File: src/rtl/snake_input_ctrl.sv
// snake_input_ctrl: debounces the direction buttons into a reversal-safe direction bus and
// divides vga_clk into the update_clk game tick. Optional pause button: SNAKE_PAUSE_EN.
`ifndef LEFT_DIR
`define LEFT_DIR  2'b00
`endif
`ifndef TOP_DIR
`define TOP_DIR   2'b01
`endif
`ifndef RIGHT_DIR
`define RIGHT_DIR 2'b10
`endif
`ifndef DOWN_DIR
`define DOWN_DIR  2'b11
`endif

module snake_input_ctrl #(
  parameter int unsigned DEBOUNCE_CYCLES = 250000,
  parameter int unsigned TICK_DIV        = 5000000
) (
  input  logic       vga_clk,
  input  logic       reset_n,
  input  logic       btn_left,
  input  logic       btn_up,
  input  logic       btn_right,
  input  logic       btn_down,
  input  logic       game_over,
  input  logic       game_won,
`ifdef SNAKE_PAUSE_EN
  input  logic       btn_pause,
  output logic       paused,
`endif
  output logic [1:0] direction,
  output logic       update_clk
);

`ifdef SNAKE_PAUSE_EN
  localparam int unsigned NBTN = 5;
`else
  localparam int unsigned NBTN = 4;
`endif
  localparam int unsigned CW   = (DEBOUNCE_CYCLES > 1) ? $clog2(DEBOUNCE_CYCLES) : 1;
  localparam int unsigned TW   = $clog2(TICK_DIV);
  localparam logic [CW-1:0] DEB_LAST  = CW'(DEBOUNCE_CYCLES - 1);
  localparam logic [TW-1:0] TICK_LAST = TW'(TICK_DIV - 1);
  localparam logic [TW-1:0] TICK_HALF = TW'(TICK_DIV / 2);
  // Index order is also the request priority: left > up > right > down.
  localparam logic [1:0] BTN_DIR [4] = '{`LEFT_DIR, `TOP_DIR, `RIGHT_DIR, `DOWN_DIR};

  logic [NBTN-1:0] raw_c;
  logic [NBTN-1:0] sync1;
  logic [NBTN-1:0] sync2;
  logic [NBTN-1:0] stable;
  logic [NBTN-1:0] stable_q;
  logic [NBTN-1:0] press_c;
  logic [CW-1:0]   cnt [NBTN];
  logic [TW-1:0]   tick_cnt;
  logic [1:0]      pending;
  logic [1:0]      opp_c;
  logic [1:0]      sel_dir_c;
  logic            sel_valid_c;
  logic            hold_c;
  logic            commit_c;

`ifdef SNAKE_PAUSE_EN
  logic pause_req;
  assign raw_c = {btn_pause, btn_down, btn_right, btn_up, btn_left};
`else
  assign raw_c = {btn_down, btn_right, btn_up, btn_left};
`endif

  function automatic logic [1:0] opposite(input logic [1:0] d);
    logic [1:0] o;
    case (d)
      `LEFT_DIR:  o = `RIGHT_DIR;
      `RIGHT_DIR: o = `LEFT_DIR;
      `TOP_DIR:   o = `DOWN_DIR;
      default:    o = `TOP_DIR;
    endcase
    return o;
  endfunction

  // Synchronise and debounce every button; stable flips after DEBOUNCE_CYCLES differing samples.
  always_ff @(posedge vga_clk) begin
    if (!reset_n) begin
      sync1    <= '0;
      sync2    <= '0;
      stable   <= '0;
      stable_q <= '0;
      for (int unsigned i = 0; i < NBTN; i++) cnt[i] <= '0;
    end else begin
      sync1    <= raw_c;
      sync2    <= sync1;
      stable_q <= stable;
      for (int unsigned i = 0; i < NBTN; i++) begin
        if (sync2[i] == stable[i]) begin
          cnt[i] <= '0;
        end else if (cnt[i] == DEB_LAST) begin
          stable[i] <= ~stable[i];
          cnt[i]    <= '0;
        end else begin
          cnt[i] <= cnt[i] + CW'(1);
        end
      end
    end
  end

  assign press_c = stable & ~stable_q;

  // Highest-priority press that is not a reversal of the committed direction.
  always_comb begin
    sel_valid_c = 1'b0;
    sel_dir_c   = `RIGHT_DIR;
    opp_c       = opposite(direction);
    for (int i = 3; i >= 0; i--) begin
      if (press_c[i] && (BTN_DIR[i] != opp_c)) begin
        sel_valid_c = 1'b1;
        sel_dir_c   = BTN_DIR[i];
      end
    end
  end

`ifdef SNAKE_PAUSE_EN
  assign hold_c = game_over | game_won | paused;
`else
  assign hold_c = game_over | game_won;
`endif
  assign commit_c = (tick_cnt == TICK_HALF);

  // Pending/direction registers and the tick divider; commit lands on the update_clk fall.
  always_ff @(posedge vga_clk) begin
    if (!reset_n) begin
      direction  <= `RIGHT_DIR;
      pending    <= `RIGHT_DIR;
      tick_cnt   <= '0;
      update_clk <= 1'b0;
`ifdef SNAKE_PAUSE_EN
      pause_req  <= 1'b0;
      paused     <= 1'b0;
`endif
    end else begin
      if (!hold_c && sel_valid_c) pending <= sel_dir_c;
      if (!hold_c && commit_c) direction <= pending;
`ifdef SNAKE_PAUSE_EN
      if (!(game_over | game_won) && press_c[4]) pause_req <= ~pause_req;
      if (commit_c) paused <= pause_req;
      if (paused) begin
        tick_cnt   <= TICK_HALF;
        update_clk <= 1'b0;
      end else begin
        tick_cnt   <= (tick_cnt == TICK_LAST) ? '0 : tick_cnt + TW'(1);
        update_clk <= (tick_cnt < TICK_HALF);
      end
`else
      tick_cnt   <= (tick_cnt == TICK_LAST) ? '0 : tick_cnt + TW'(1);
      update_clk <= (tick_cnt < TICK_HALF);
`endif
    end
  end

endmodule

File: config.mk
export PLATFORM = sky130hd
export DESIGN_NAME = snake_input_ctrl
export DESIGN_NICKNAME = d
export VERILOG_FILES = /design/src/rtl/snake_input_ctrl.sv
export SDC_FILE = /design/constraint.sdc
export NUM_CORES = 1
export LEC_CHECK = 0
export CORE_MARGIN = 2
export CORE_UTILIZATION = 43
export CTS_CLUSTER_DIAMETER = 100
export DETAILED_ROUTE_END_ITERATION = 12
export DONT_BUFFER_PORTS = 1
export GPL_ROUTABILITY_DRIVEN = 0
export PLACE_DENSITY_LB_ADDON = 0.05
export SLEW_MARGIN = 20
export SYNTH_ARGS = -nofsm -noshare
export SYNTH_HDL_FRONTEND = slang
export SYNTH_SLANG_ARGS = --single-unit
File: constraint.sdc
create_clock -name vga_clk -period 1.8 [get_ports vga_clk]
set_input_delay 0.18 -clock vga_clk [delete_from_list [all_inputs] [get_ports vga_clk]]
set_output_delay 0.18 -clock vga_clk [all_outputs]
set_load 0.01 [all_outputs]
==> Yosys cells after proc, flatten, opt, wreduce, memory -nomap -nowiden <==
Memories as Yosys holds them, arrays and structs flattened.
Index checks and enable logic that the tools add are counted.
W data, S select, Z words.
{ "word_totals": {"mem_bits_rw": 72, "n_memories": 1, "out_inout_bits": 3, "in_bits": 8, "regBits": 44} }
{ "op_classes": {"n_lt_le_gt_ge": 1, "n_addsub": 5, "bitwise": 24, "reduce_logical": 14, "mux": 66, "n_eq_ne": 15} }
{ "mem_list": {"columns": ["memory", "words", "word_bits", "rd", "rd_clocked_by_memory_dff", "wr", "line", "text"], "rows": [
  ["cnt", 4, 18, 4, 0, 4, "55", "logic [CW-1:0] cnt [NBTN];"]
]} }
{ "op_table": {"columns": ["operator", "count"], "rows": [
  ["$mux W18", 12],
  ["$add A18 B1 Y18 const B", 4],
  ["$eq A18 B18 Y1 const B", 4],
  ["$mux W1", 50],
  ["$add A23 B1 Y23 const B", 1],
  ["$eq A23 B22 Y1 const B", 1],
  ["$eq A23 B23 Y1 const B", 1],
  ["$lt A23 B22 Y1 const B", 1],
  ["$or A1 B1 Y1", 13],
  ["$not A1 Y1", 9],
  ["$reduce_and A2 Y1", 4],
  ["$logic_and A1 B1 Y1", 6],
  ["$mux W2", 3],
  ["$pmux W2 S3", 1],
  ["$and A4 B4 Y4", 1],
  ["$eq A1 B1 Y1", 4],
  ["$ne A2 B2 Y1 const A", 2],
  ["$not A4 Y4", 1],
  ["$eq A2 B1 Y1 const B", 1],
  ["$eq A2 B2 Y1 const B", 1],
  ["$logic_not A2 Y1", 1],
  ["$ne A1 B2 Y1 const A", 1],
  ["$reduce_bool A2 Y1", 1],
  ["$reduce_or A2 Y1", 1],
  ["$logic_not A1 Y1", 1]
]} }

==> Logic depth before layout (Yosys ltp) <==
{ "depth": {"depth_word": 9, "ltp_mapped": 8, "depth_no_buf": 6} }

==> Worst setup path after synthesis <==
Ideal clock, no wire load.
{ "synth_timing": {"kind": "reg2reg", "start": "mem cnt[3][0] (netlist bit)", "end": "mem cnt[3][10] (netlist bit) (data pin)", "stages_incl_launch_ff": 9, "t_required_ns": 1.534, "path_buffers": 2, "arrival_time_ns": 1.634, "synth_period_minus_slack_ns": 1.900, "path_slack_ns": -0.100, "path_cell_list": "edfxtp_1 ha_1 and3_1 nand2_1 nor2_1 or2_2 clkbuf_1 clkbuf_1 nor2_1"} }
{ "synth_rtl": {"columns": ["element", "line"], "rows": [
  ["start: declaration", "55"]
]} }

==> results_dict.tcl <==
set metrics [dict create \
    maxCapViolCount 0 \
    synthCells 571 \
    fin_util 0.580 \
    slew_viol_final 0 \
    final_antenna_net_count 0 \
    area_delta_synth_final_pct 33.0 \
    crit_path_top_delay_cell "edfxtp_1" \
    drt-pass1-iter-count 4 \
    grt_first_pass_wirelength_um 18500 \
    crit_buf_inv 2 \
    grt_overflow_total 0 \
    instances_no_fill 917 \
    insertion_delay_ps 410 \
    grt_util_all_layers 0.162 \
    cts-root-buf "clkbuf_16" \
    setup_viol 0 \
    ys_warn_count 0 \
    slowest_delay_ps 390 \
    numPortBuffers 0 \
    clk_pin_slew_ps 50 \
    async_flop_share 0 \
    place_inst 860 \
    rr_startpoint "cnt[2][16]" \
    grt_pass1_vias 4197 \
    cp_cell_sequence "nand3_2, nor4b_4, and4_1, nand3b_1, buf_6, clkbuf_16, nor2_2" \
    final_common_cell "nor2_1" \
    start_util 0.436 \
    synth_edf_count 72 \
    syn_area_mm2 0.00570 \
    setup_slack_ps 22.5 \
    layout-drive-gt1-share 0.170 \
    cp-end-kind "register" \
    multi_input_area_mm2 0.00298 \
    hpwlAfterDp_um 7400 \
    wl_um 10800 \
    rrSetupSlack_ps 20 \
    hold_viol_final 1 \
    dieArea_mm2 0.0142 \
    num_antenna_cells 0 \
    die_height_um 119 \
    core.rowCount 42 \
    status "finished, violations left" \
    nNetsFinal 742 \
    grt_max_degree 29 \
    startpoint_type "register" \
    ys_seq_area_frac 0.533 \
    n_fill_cell 1165 \
    max_freq_ghz 0.563 \
    initialDrtViolationCount 162 \
    p_per_area_mw_per_mm2 829 \
    r2r_cells 7 \
    violations "negative hold slack" \
    leakage_nw 2.88 \
    antenna_found_initial 0 \
    wl_per_cell_um 11.8 \
    vdd_drop_max_mv 0.609 \
    synth_top_flop_cell "edfxtp_1" \
    fin_setup_tns_ps 0 \
    crit_family "simple AND/OR/NAND/NOR gates" \
    clock-sinks 116 \
    vias 4273 \
    post-place-ws_ps 11.2 \
    avgViaCountPerCell 4.66 \
    period_share 0.987 \
    final_cell_mix "nor2_1, edfxtp_1, conb_1, buf_4, xor2_1" \
    hold_class "in2reg" \
    dieWidth_um 119 \
    cts_tree "yes" \
    coreArea_mm2 0.0131 \
    hold_end "pending[1]" \
    cp.required_ps 1960 \
    hold_depth 2 \
    seqCellArea_mm2 0.00305 \
    p_total_mw 6.29 \
    worstPathMaxFanout 4 \
    whs_ps -0.951 \
    period_needed_ps 1780 \
    drc_errors 0 \
    min_from "game_over" \
    synth_cell_types 40 \
    htree_levels 4 \
    cts_buffer_depth 2 \
    arrival_ps 1940 \
    reg2reg_to "cnt[2][15]" \
    pin_count 11 \
    synth.avg_cell_area_um2 9.99 \
    worstSetupPathType "reg2reg" \
    worst_clock_skew_ps 6.86 \
    ys_ff_latch 116 \
    rsz0062_at_grt "true" \
    cts_made_buffers 17 \
]
layout make-up:
type	count	area share
Tap cell	176	0.0290
Inverter	13	0.00643
Clock inverter	6	0.00346
Multi-Input combinational cell	499	0.392
Sequential cell	116	0.402
Timing Repair Buffer	81	0.100
Clock buffer	26	0.0671
metrics by stage:
stage                     hold WS [ps]  area, um2
final                           -0.951       7590
after global routing            0.0653       7590
after CTS                         -182       7360
after detailed placement           253       6630
after global placement             256       6630
after floorplan                    307       5990
cells by family (layout without fill, tap and decap cells):
group / count (synthesis) / in the layout / share of synthesized area
AO/OA/AOI/OAI: 19 / 19 / 0.0219
XOR/XNOR: 88 / 88 / 0.135
adder cells (fa/ha/maj): 6 / 6 / 0.0132
buffers and inverters: 27 / 126 / 0.0182
flip-flops: 116 / 116 / 0.533
multiplexers: 4 / 4 / 0.00702
other: 1 / 72 / 0.000657
AND/OR/NAND/NOR: 310 / 310 / 0.270
Yosys cell counts (3+ instances only):
cell type  instances  area, um2
and4_1             8       70.1
o21ai_0            6       30.0
ha_1               6       75.1
and2_1            15       93.8
nand2_1           34        128
nand3_1           34        170
nand2b_1           5       31.3
and3_1            14       87.6
xnor2_1           42        368
mux2i_1            4       40.0
inv_1             13       48.8
nor4b_1            8       70.1
or3_1              3       18.8
nor2_1           130        488
nor3_1            11       55.1
or2_2              4       25.0
nand3b_1           3       22.5
nand4_1           21        131
clkbuf_1          12       45.0
nor4_1             6       37.5
a21oi_1            5       25.0
nor2b_1            7       43.8
xor2_1            46        403
dfxtp_1           44        881
edfxtp_1          72       2160
how the worst max path moves through the flow:
| stage | startpoint | end | slack (ps) | depth (start not counted) |
|---|---|---|---|---|
| finish | cnt[2][16] | cnt[2][15] | 20 | 7 |
| CTS | tick_cnt[22] | direction[0] | 2 | 4 |
| floorplan | cnt[1][0] | cnt[1][10] | 4 | 7 |
| detailed placement | tick_cnt[18] | direction[0] | 10 | 5 |
| global placement | tick_cnt[18] | direction[1] | 30 | 5 |
| global route | cnt[2][0] | cnt[2][17] | -60 | 6 |
worst register-to-register path: stages, from the launching register on:
cell	delay (ps)
edfxtp_1	390
nand3_2	130
nor4b_4	290
and4_1	260
nand3b_1	130
buf_6	130
clkbuf_16	160
nor2_2	40
repair_timing:
item                                    4_1_cts  5_1_grt
hold buffers                                 19        1
gates cloned                                  0        2
resized for setup                             0       39
endpoints found under the hold margin        24        8
buffers inserted                              0        3
pin swaps                                     2       17
endpoints found under the setup margin        1       63
routing by layer:
layer / track usage / wire [um]
met2: 0.257 / 5090
met1: 0.201 / 5250
met3: 0.0503 / 305
met4: 0.0744 / 188
met5: 0 / 0
power by group:
part / internal, mW / switching (mW)
registers: 2.91 / 0.0718
logic: 0.145 / 0.137
clock network: 1.92 / 1.11
total: 4.97 / 1.32
flip-flops by register name, summed over array words and instances, names as in the netlist:
signal      count
cnt            72
tick_cnt       23
stable          4
stable_q        4
sync1           4
sync2           4
direction       2
pending         2
update_clk      1
(Power assumes the default switching activity.)
